[src/rtl/counter_ctrl.sv]
// Run/pause/step/clear sequencer for the board up-counter: debounces the three
// pushbuttons, divides CLOCK_50 into a rate-selectable tick, and drives cnt_en/cnt_clr.

module key_debounce #(
    parameter int DEBOUNCE_CYCLES = 500000
) (
    input  logic clk,
    input  logic reset,
    input  logic key_n,
    output logic press
);
    localparam int CW = $clog2(DEBOUNCE_CYCLES + 1);
    localparam logic [CW-1:0] LAST = CW'(DEBOUNCE_CYCLES - 1);

    logic          sync1, sync2;
    logic          deb_level, deb_level_d;
    logic [CW-1:0] deb_cnt;
    logic          s;

    assign s = ~sync2;

    always_ff @(posedge clk) begin
        if (reset) begin
            sync1       <= 1'b1;
            sync2       <= 1'b1;
            deb_level   <= 1'b0;
            deb_level_d <= 1'b0;
            deb_cnt     <= '0;
            press       <= 1'b0;
        end else begin
            sync1       <= key_n;
            sync2       <= sync1;
            deb_level_d <= deb_level;
            press       <= deb_level & ~deb_level_d;
            if (s == deb_level) begin
                deb_cnt <= '0;
            end else if (deb_cnt == LAST) begin
                deb_level <= s;
                deb_cnt   <= '0;
            end else begin
                deb_cnt <= deb_cnt + CW'(1);
            end
        end
    end
endmodule

module counter_ctrl #(
    parameter int DEBOUNCE_CYCLES = 500000,
    parameter int TICK_DIV        = 5000000
) (
    input  logic       CLOCK_50,
    input  logic       reset,
    input  logic       key_run_n,
    input  logic       key_step_n,
    input  logic       key_clr_n,
    input  logic [1:0] rate,
    output logic       cnt_en,
    output logic       cnt_clr,
    output logic       running
);
    localparam int NUM_KEYS = 3;
    localparam int PW       = $clog2(TICK_DIV);
    localparam logic [31:0] TICK_DIV_W = 32'(TICK_DIV);

    typedef enum logic { STOPPED = 1'b0, RUNNING = 1'b1 } state_t;

    state_t              state;
    logic [PW-1:0]       presc;
    logic [NUM_KEYS-1:0] keys_n, press;
    logic [31:0]         div_m1;
    logic                tick_due;
    logic                run_ev, step_ev, clr_ev;

    // Key lanes: 0 = run, 1 = step, 2 = clear.
    assign keys_n = {key_clr_n, key_step_n, key_run_n};

    for (genvar i = 0; i < NUM_KEYS; i++) begin : g_key
        key_debounce #(.DEBOUNCE_CYCLES(DEBOUNCE_CYCLES)) u_key (
            .clk   (CLOCK_50),
            .reset (reset),
            .key_n (keys_n[i]),
            .press (press[i])
        );
    end

    assign run_ev  = press[0];
    assign step_ev = press[1];
    assign clr_ev  = press[2];

    // >= rather than == so a rate switch to a shorter period ticks promptly.
    assign div_m1   = (TICK_DIV_W >> rate) - 32'd1;
    assign tick_due = 32'(presc) >= div_m1;

    always_ff @(posedge CLOCK_50) begin
        if (reset) begin
            state   <= STOPPED;
            presc   <= '0;
            cnt_en  <= 1'b0;
            cnt_clr <= 1'b0;
            running <= 1'b0;
        end else begin
            cnt_en  <= 1'b0;
            cnt_clr <= 1'b0;
            if (clr_ev || run_ev) begin
                presc   <= '0;
                cnt_clr <= clr_ev;
                if (run_ev) begin
                    state   <= (state == STOPPED) ? RUNNING : STOPPED;
                    running <= (state == STOPPED);
                end
            end else if (state == RUNNING) begin
                if (tick_due) begin
                    cnt_en <= 1'b1;
                    presc  <= '0;
                end else begin
                    presc <= presc + PW'(1);
                end
            end else begin
                presc  <= '0;
                cnt_en <= step_ev;
            end
        end
    end
endmodule

[config.mk]
export PLATFORM = sky130hd
export DESIGN_NAME = counter_ctrl
export DESIGN_NICKNAME = d
export VERILOG_FILES = /design/src/rtl/counter_ctrl.sv
export SDC_FILE = /design/constraint.sdc
export NUM_CORES = 1
export LEC_CHECK = 0
export BUFFER_PORTS_ARGS = -buffer_cell sky130_fd_sc_hd__buf_4
export CORE_MARGIN = 2
export CORE_UTILIZATION = 60
export DETAILED_ROUTE_END_ITERATION = 8
export PLACE_DENSITY_LB_ADDON = 0.25
export SYNTH_ARGS = -nofsm -noshare
export SYNTH_HDL_FRONTEND = slang
export SYNTH_SLANG_ARGS = --single-unit
export TNS_END_PERCENT = 20
[constraint.sdc]
create_clock -name CLOCK_50 -period 5.9 [get_ports CLOCK_50]
set_input_delay 0.59 -clock CLOCK_50 [delete_from_list [all_inputs] [get_ports CLOCK_50]]
set_output_delay 0.59 -clock CLOCK_50 [all_outputs]
set_load 0.1 [all_outputs]
==> results of run 1 <==
[logic make-up (layout without fill, tap and decap cells)]
kind of cell,Yosys count,in the layout
muxes,2,2
DFF,98,98
buffers and inverters,32,44
xor gates and xnor gates,77,77
and+or+nand+nor,254,254
AOI/OAI and AO/OA,19,19
adders and majority gates,30,30
[registers in the layout (all words and copies together) (netlist names)]
signal and flops:
g_key.u_key.deb_cnt 57, presc 23, g_key.u_key.deb_level 3, g_key.u_key.deb_level_d 3, g_key.u_key.press 3, g_key.u_key.sync1 3, g_key.u_key.sync2 3, cnt_clr 1
cnt_en 1, running 1
[cells in the final DEF, fill, tap and decap left out, drive strengths merged, types with 2 or more instances in the layout]
cell type   n
or2         9
and4        4
xnor2      41
nand4      14
or3         2
nor3b       2
a21oi       9
nand2b      3
xor2       36
nor3       35
clkbuf     11
nand3      36
nor4        7
nor2b       9
nand2      31
nor2       83
buf         9
and2        2
o21ai       2
bufinv      2
nor4b       4
dfxtp      98
ha         30
inv        20
or4         2
mux2i       2
and3        9
[where the power goes]
part	leakage [nW]	internal, mW	switching [mW]
Sequential	0.791	0.663	0.00129
Clock	0.106	0.249	0.216
Combinational	0.830	0.0123	0.0178
[critical path, stage by stage]
cell and delay, ns:
sky130_fd_sc_hd__buf_4 0.13, sky130_fd_sc_hd__inv_1 0.09, sky130_fd_sc_hd__ha_1 0.35, sky130_fd_sc_hd__nor3_1 0.15, sky130_fd_sc_hd__nand3_1 0.11, sky130_fd_sc_hd__xnor2_1 0.14, sky130_fd_sc_hd__nor2_1 0.06, sky130_fd_sc_hd__ha_1 0.28
sky130_fd_sc_hd__a21oi_1 0.15, sky130_fd_sc_hd__o21ai_0 0.09, sky130_fd_sc_hd__a221oi_1 0.35, sky130_fd_sc_hd__nand3_1 0.70, sky130_fd_sc_hd__nor3_1 0.41
[per-layer routing]
metal	track usage, %	routed length [um]	up-vias
li1	-	-	1744
met1	27.2	3950	1574
met2	33.6	3640	45
met3	4.35	259	12
met4	7.46	125	0
met5	0	0	-
[through the flow]
stage / setup slack (ns) / hold slack (ns)
6_report: 2.54 / 0.390
2_1_floorplan: 3.09 / 0.367
3_5_place_dp: 2.16 / 0.380
5_1_grt: 2.16 / 0.409
4_1_cts: 2.53 / 0.393
3_3_place_gp: 2.27 / 0.372
[final cells by class]
class	instances	area share [%]
clock inverter	4	1.53
timing repair buffer	9	1.36
inverter	20	1.51
tap	102	2.56
multi-input combinational	382	50.8
sequential	98	39.4
clock buffer	11	2.84
[how the worst max path moves through the flow]
stage / start / to / slack (ns) / cells past startpoint
floorplan: rate[0] / presc[10]$_SDFF_PP0_ / 3.09 / 13
detailed placement: rate[1] / presc[21]$_SDFF_PP0_ / 2.16 / 13
CTS: rate[1] / presc[20]$_SDFF_PP0_ / 2.53 / 13
global route: rate[1] / presc[16]$_SDFF_PP0_ / 2.16 / 13
global placement: rate[1] / presc[1]$_SDFF_PP0_ / 2.27 / 13
finish: rate[1] / presc[20]$_SDFF_PP0_ / 2.54 / 13
==> results.toml, run 1 <==
[layout]
n_antenna_cell = 0
total_area_of_multi_input_combinational_cells_um2 = 2530
fill_cells = 635
areaGrowthSynthToFinish_pct = 7.10
post-route-util_pct = 65.5
layout.cell_area.non_filler_um2 = 4980
seqCellArea_um2 = 1960
drive_above_1_share_pct = 8.97
fin_cells = 626
finalNetCount = 557

[sta]
timing.setup.tns_ns = 0
setup-violations-final = 0
timing.fmax_mhz = 298
finalCriticalPeriod_ns = 3.36
worst_slew_pin_slew_ns = 1.13
post-route-period-util_pct = 56.9
endpoints_failing_hold = 0
grt_setup_unrepaired = "no"
clock_skews_ns = 0.0121
slew_violations = 0
worst_slew_margin_rel_pct = 24.4

[hold_path]
holdCritPathClass = "reg2reg"
timing.hold.worst_endpoint = "g_key[0].u_key.press$_SDFF_PP0_"
hold_path_startpoint = "g_key[0].u_key.deb_level_d$_SDFF_PP0_"
hold_path_depth = 1

[logic_synthesis]
postSynthAreaPerCell_um2 = 9.09
yosys.area_share.xor_xnor_pct = 14.5
synth_compound_gate_area_share_pct = 2.69
post_synth_and_or_nand_nor_area_fraction_pct = 28.8
synth_top_cell_by_area = "sky130_fd_sc_hd__dfxtp_1"
post_synth_num_cell_types = 49
syn_area_um2 = 4650
syn-instance-count = 512
synth_top_family_by_area = "simple AND/OR/NAND/NOR gates"
ys_async_sr_fraction_pct = 0
yosys-top-cells-area = "sky130_fd_sc_hd__dfxtp_1 42%, sky130_fd_sc_hd__ha_1 8.1%, sky130_fd_sc_hd__xnor2_1 7.7%"
synth_fa_ha_area_share_pct = 8.07
post-synth-top-area-fraction_pct = 42.2
yosys.cell_count.top_type = "sky130_fd_sc_hd__dfxtp_1"
yosys-top-cells-count = "98 x sky130_fd_sc_hd__dfxtp_1, 82 x sky130_fd_sc_hd__nor2_1, 41 x sky130_fd_sc_hd__xnor2_1"
synth_enable_flop_cells = 0
portion_of_the_post_synthesis_area_used_by_sequential_elements_pct = 42.2
main_flop_type_after_synthesis = "sky130_fd_sc_hd__dfxtp_1"
synthMuxAreaShare_pct = 0.430
ffs_latches_synth = 98
ys.warnings.count = 0
synth.net_count = 549

[floorplanning]
floorplan.initialDensity_pct = 61.2
area_of_the_die_um2 = 8470
horizontal_die_dimension_um = 92.1
ios = 10
core_area_um2 = 7610
floorplan.rows = 32
vertical_extent_of_the_die_um = 92.1

[setup_path]
timing.setup.critical_path_class = "in2reg"
signal_arrival_time_at_the_worst_endpoint_ns = 3.61
rr_worst_depth = 6
worstReg2RegEnd = "cnt_en$_SDFF_PP0_"
setup.worst_path.end_class = "flop"
critical_path.reg2reg.startpoint = "presc[19]$_SDFF_PP0_"
critPathRequiredTime_ns = 6.15
setup.worst_path.start_class = "input port"
crit_fanout = 23
rrSetupSlack_ns = 3.28

[grt]
grt_start_max_net_pins = 25
initial_antenna_violation_count = 0
grt_remaining_overflow = 0
first_global_vias = 3383
grtUsageTotal_pct = 20.7
global_route_wire_length_before_repair_mm = 14.5

[detailed_routing]
detail_route.vias_per_cell = 5.39
detail_route.iter0.violations = 85
wl_per_cell_um = 12.7
dr_total_vias = 3375
detail_route_antenna_nets = 0
route.detailed.drc = 0
detail_route.first_pass.iterations = 4
finalWirelength_mm = 7.98

[clock_network]
cts_made_buffers = 9
post_cts_setup_buffer_count = 0
clock_transition_at_the_register_clock_pins_on_the_worst_setup_and_hold_paths_after_cts_ns = 0.08
cts-resized-gates = 0
insertion_delay_to_the_later_sink_of_the_worst_skew_pair_ns = 0.35
clock_sink_count = 98
total_number_of_h_tree_levels = 3
tritoncts = "built"
cts_hold_repair.buffers = 0
cts.root.buffer_cell = "sky130_fd_sc_hd__clkbuf_8"
max-clock-path-buffers = 2

[power_and_ir_drop]
p_leak_nw = 1.73
final_total_pwr_mw = 1.16
power_density_nw_per_um2 = 233
ir_drop_v = 0.000125

[placement]
io_buffers = 9
post-place-cells = 611
placed_cell_area_um2 = 4760
routabilityCongestion = 0.867
detailedPlacementHpwl_mm = 5.70

[status]
status = "completed"

[run]
drv.max_cap_violation_count = 0
Power figures use the tool's default switching activity.
==> run 2, diff against run 1 <==
- clock period: 5.9 -> 3.4 ns (I/O delays scaled with it)
==> results.toml, run 2 (synthesis results as in run 1) <==
[clock_network]
cts_hold_repair.buffers = 0
post_cts_setup_buffer_count = 0
tritoncts = "built"
clock_sink_count = 98
cts.root.buffer_cell = "sky130_fd_sc_hd__clkbuf_8"
insertion_delay_to_the_later_sink_of_the_worst_skew_pair_ns = 0.37
max-clock-path-buffers = 2
cts-resized-gates = 0
cts_made_buffers = 9
total_number_of_h_tree_levels = 3
clock_transition_at_the_register_clock_pins_on_the_worst_setup_and_hold_paths_after_cts_ns = 0.09

[run]
drv.max_cap_violation_count = 0

[power_and_ir_drop]
ir_drop_v = 0.000319
p_leak_nw = 1.75
power_density_nw_per_um2 = 417

[layout]
seqCellArea_um2 = 1960
finalNetCount = 559
fill_cells = 654
registers_with_the_most_flip_flops = "g_key.u_key.deb_cnt: 57 flops, presc: 23 flops"
post-route-util_pct = 66.0
n_antenna_cell = 0
layout.cell_area.non_filler_um2 = 5020
final_cell_mix = "98 x sky130_fd_sc_hd__dfxtp_1, 82 x sky130_fd_sc_hd__nor2_1, 41 x sky130_fd_sc_hd__xnor2_1"
areaGrowthSynthToFinish_pct = 7.91
largest_register_ff_count = 57
total_area_of_multi_input_combinational_cells_um2 = 2530
drive_above_1_share_pct = 9.49
layout_commonest_cell = "sky130_fd_sc_hd__dfxtp_1"
regMostFlops = "g_key.u_key.deb_cnt"
fin_cells = 629

[detailed_routing]
detail_route.vias_per_cell = 5.41
dr_total_vias = 3400
detail_route.iter0.violations = 121
route.detailed.drc = 0
wl_per_cell_um = 12.9
detail_route_antenna_nets = 0
finalWirelength_mm = 8.11
detail_route.first_pass.iterations = 4

[grt]
grt_remaining_overflow = 0
first_global_vias = 3345
global_route_wire_length_before_repair_mm = 14.4
grt_start_max_net_pins = 25
grtUsageTotal_pct = 20.9
initial_antenna_violation_count = 0

[setup_path]
timing.critical_path.buf_inv = 3
path_cells = "buf_4 -> inv_1 -> ha_1 -> nor3_1 -> nand3_1 -> xnor2_1 -> nor2_1 -> ha_1 -> a21oi_1 -> o21ai_0 -> a221oi_1 -> nand3_1 -> buf_4 -> nor3_1"
critical-path-slowest-cell = "sky130_fd_sc_hd__a221oi_1"
cp_top_family = "simple AND/OR/NAND/NOR gates"
timing.critical_path.from = "rate[1]"
critPathRequiredTime_ns = 3.67
worst_path_largest_cell_delay_ns = 0.38
setup.worst_path.end_class = "flop"
signal_arrival_time_at_the_worst_endpoint_ns = 2.86
setup.worst_path.start_class = "input port"
critical_path.reg2reg.startpoint = "g_key[2].u_key.deb_cnt[0]$_SDFF_PP0_"
crit_fanout = 23
timing.setup.critical_path_class = "in2reg"

[sta]
post-route-period-util_pct = 76.1
worst_slew_pin_slew_ns = 0.641
grt_setup_unrepaired = "no"
clock_skews_ns = 0.0137
endpoints_failing_hold = 0
fin_ws_ns = 0.811
setup-violations-final = 0
worst_slew_margin_rel_pct = 57.0
timing.fmax_mhz = 386
slew_violations = 0
finalCriticalPeriod_ns = 2.59
timing.setup.tns_ns = 0

[floorplanning]
ios = 10
horizontal_die_dimension_um = 92.1
floorplan.initialDensity_pct = 61.2
vertical_extent_of_the_die_um = 92.1
core_area_um2 = 7610
area_of_the_die_um2 = 8470
floorplan.rows = 32

[hold_path]
holdCritPathClass = "in2reg"
hold_path_startpoint = "key_run_n"

[status]
status = "completed"

[placement]
post-place-cells = 613
detailedPlacementHpwl_mm = 5.71
pre_cts_ws_ns = 0.490
placed_cell_area_um2 = 4780
io_buffers = 9
routabilityCongestion = 0.854
[run 2: changes by cell type in the layout (fill, tap and decap cells not counted), sizes merged]
cell / before / now
inv: 20 / 21
clkbuf: 11 / 10
buf: 9 / 11
clkinv: 1 / 2
clkinvlp: 1 / 0
bufinv: 2 / 3
[run 2: per-stage QoR]
step           hold slack (ns)  total power [mW]
4_1_cts                  0.141              2.12
3_5_place_dp             0.375              1.23
5_1_grt                  0.156              2.17
6_report                 0.156              2.09
2_1_floorplan            0.367              1.22
3_3_place_gp             0.372              1.23
[run 2: path summary, 6_finish.rpt]
kind	cells after the start	slack [ns]	end
max	14	0.81	presc[7]$_SDFF_PP0_
max reg2reg	5	1.32	g_key[2].u_key.deb_cnt[15]$_SDFF_PP0_
min	2	0.16	g_key[0].u_key.sync1$_SDFF_PP1_
min reg2reg	1	0.40	g_key[1].u_key.press$_SDFF_PP0_
[run 2: final cells by class]
cell class | count | area share, %
clock buffer | 10 | 2.54
clock inverter | 6 | 2.24
inverter | 20 | 1.50
multi-input combinational | 382 | 50.4
sequential | 98 | 39.1
tap | 102 | 2.54
timing repair buffer | 11 | 1.65
[run 2: per-layer routing]
| metal | vias to the layer above | part of all wire [%] | wire length [um] | track usage (%) |
|---|---|---|---|---|
| li1 | 1746 | - | - | - |
| met1 | 1581 | 49 | 3940 | 26.5 |
| met2 | 56 | 46 | 3720 | 34.4 |
| met3 | 17 | 3.6 | 292 | 4.68 |
| met4 | 0 | 1.9 | 157 | 8.71 |
| met5 | - | 0 | 0 | 0 |
[run 2: where the power goes]
| group | total, mW | switching (mW) | internal, mW |
|---|---|---|---|
| Clock | 0.889 | 0.397 | 0.492 |
| Sequential | 1.15 | 0.00228 | 1.15 |
| Combinational | 0.0525 | 0.0311 | 0.0214 |
| Total | 2.09 | 0.430 | 1.66 |
==> run 3, diff against run 2 <==
- clock period: 3.4 -> 2.5 ns (I/O delays scaled with it)
==> results.toml, run 3 (synthesis results as in run 1) <==
[clock_network]
cts_hold_repair.buffers = 0
max-clock-path-buffers = 2
cts.root.buffer_cell = "sky130_fd_sc_hd__clkbuf_8"
tritoncts = "built"
clock_sink_count = 98
clock_transition_at_the_register_clock_pins_on_the_worst_setup_and_hold_paths_after_cts_ns = 0.10
insertion_delay_to_the_later_sink_of_the_worst_skew_pair_ns = 0.37
cts_made_buffers = 9
total_number_of_h_tree_levels = 3

[setup_path]
worst_path_largest_cell_delay_ns = 0.30
rr_worst_depth = 7
worstReg2RegEnd = "presc[5]$_SDFF_PP0_"
path_cells = "buf_4 -> inv_1 -> ha_1 -> nor3_1 -> nand3_1 -> xnor2_1 -> nor2_1 -> ha_1 -> a21oi_1 -> o21ai_0 -> a221oi_2 -> nand3_1 -> buf_6 -> nor3_1"
timing.critical_path.buf_inv = 3
setup.worst_path.start_class = "input port"
timing.critical_path.from = "rate[0]"
timing.critical_path.to = "presc[5]$_SDFF_PP0_"
setup.worst_path.end_class = "flop"
critical-path-slowest-cell = "sky130_fd_sc_hd__ha_1"
path_depth = 14
rrSetupSlack_ns = 0.41
critPathRequiredTime_ns = 2.79
crit_fanout = 23
critical_path.reg2reg.startpoint = "presc[19]$_SDFF_PP0_"
signal_arrival_time_at_the_worst_endpoint_ns = 2.51
cp_top_family = "simple AND/OR/NAND/NOR gates"
timing.setup.critical_path_class = "in2reg"

[sta]
timing.fmax_mhz = 451
worst_slew_margin_rel_pct = 55.1
slew_violations = 0
setup-violations-final = 0
post-route-period-util_pct = 88.7
finalCriticalPeriod_ns = 2.22
grt_setup_unrepaired = "no"
clock_skews_ns = 0.0153
worst_slew_pin_slew_ns = 0.668
endpoints_failing_hold = 0
timing.setup.tns_ns = 0

[floorplanning]
ios = 10
core_area_um2 = 7610
horizontal_die_dimension_um = 92.1
area_of_the_die_um2 = 8470
floorplan.rows = 32
floorplan.initialDensity_pct = 61.2
vertical_extent_of_the_die_um = 92.1

[run]
drv.max_cap_violation_count = 0

[grt]
met2_usage_pct = 31.4
global_route_wire_length_before_repair_mm = 14.2
grt_start_max_net_pins = 24
grt_remaining_overflow = 0
grtUsageTotal_pct = 20.5
grt.met1_usage_pct = 28.3
first_global_vias = 3186
grt.met3_usage_pct = 3.62
busiest_layer = "met2"
initial_antenna_violation_count = 0

[detailed_routing]
detail_route.first_pass.iterations = 4
detail_route.vias_per_cell = 5.32
dr_total_vias = 3396
detail_route.iter0.violations = 173
wl_per_cell_um = 12.3
detail_route_antenna_nets = 0
finalWirelength_mm = 7.84
route.detailed.drc = 0

[layout]
largest_register_ff_count = 57
regMostFlops = "g_key.u_key.deb_cnt"
final_cell_mix = "98 x sky130_fd_sc_hd__dfxtp_1, 82 x sky130_fd_sc_hd__nor2_1, 41 x sky130_fd_sc_hd__xnor2_1"
finalNetCount = 568
fill_cells = 638
layout_commonest_cell = "sky130_fd_sc_hd__dfxtp_1"
drive_above_1_share_pct = 11.8
registers_with_the_most_flip_flops = "g_key.u_key.deb_cnt: 57 flops, presc: 23 flops"
areaGrowthSynthToFinish_pct = 9.66
seqCellArea_um2 = 1960
n_antenna_cell = 0
layout.cell_area.non_filler_um2 = 5100
total_area_of_multi_input_combinational_cells_um2 = 2550

[placement]
detailedPlacementHpwl_mm = 5.65
io_buffers = 9
placed_cell_area_um2 = 4850
routabilityCongestion = 0.844

[status]
status = "completed"

[power_and_ir_drop]
power_density_nw_per_um2 = 551
p_leak_nw = 1.79
ir_drop_v = 0.000362

[hold_path]
holdCritPathClass = "in2reg"
-- run 3: worst min-delay path by stage --
stage	end	from	cells after the start	slack (ns)
after floorplan	cnt_clr$_SDFF_PP0_	reset	1	0.32
after detailed placement	g_key[1].u_key.press$_SDFF_PP0_	g_key[1].u_key.deb_level_d$_SDFF_PP0_	1	0.37
after global placement	g_key[2].u_key.press$_SDFF_PP0_	g_key[2].u_key.deb_level_d$_SDFF_PP0_	1	0.37
after CTS	g_key[1].u_key.sync1$_SDFF_PP1_	key_step_n	2	0.05
final	g_key[1].u_key.sync1$_SDFF_PP1_	key_step_n	2	0.06
after global routing	g_key[1].u_key.sync1$_SDFF_PP1_	key_step_n	2	0.05
-- run 3: cell type report --
| cell class | count | share of cell area [%] |
|---|---|---|
| sequential | 98 | 38.5 |
| timing repair buffer | 20 | 3.02 |
| multi-input combinational | 382 | 50.0 |
| inverter | 20 | 1.47 |
| clock inverter | 7 | 2.16 |
| tap | 102 | 2.50 |
| clock buffer | 9 | 2.43 |
-- run 3: per-stage QoR --
stage | hold WS, ns | std cells | setup WS (ns) | utilization, % | power [mW]
finish | 0.0597 | 638 | 0.283 | 67.1 | 2.81
floorplan | 0.322 | 512 | 0.0321 | - | 1.66
CTS | 0.0461 | 638 | 0.191 | 66.8 | 2.84
global placement | 0.372 | 622 | -0.0938 | 63.7 | 1.68
global route | 0.0471 | 638 | 0.0220 | 67.1 | 2.92
detailed placement | 0.372 | 622 | -0.183 | 63.7 | 1.69
-- run 3: where the power goes --
part | leakage (nW) | internal, mW | switching [mW]
Sequential | 0.791 | 1.57 | 0.00318
Combinational | 0.891 | 0.0362 | 0.0444
Clock | 0.113 | 0.580 | 0.579
-- run 3: timing repair --
| item | in CTS | in global routing |
|---|---|---|
| endpoints found under the setup margin | 0 | 22 |
| buffers inserted | 0 | 0 |
| gates resized for setup | 0 | 4 |
-- run 3: routing by layer --
| metal | vias up | part of all wire, % |
|---|---|---|
| met2 | 38 | 45 |
| met1 | 1583 | 50 |
| met4 | 0 | 1.6 |
| met3 | 13 | 3.2 |
| li1 | 1762 | - |
| met5 | - | 0 |
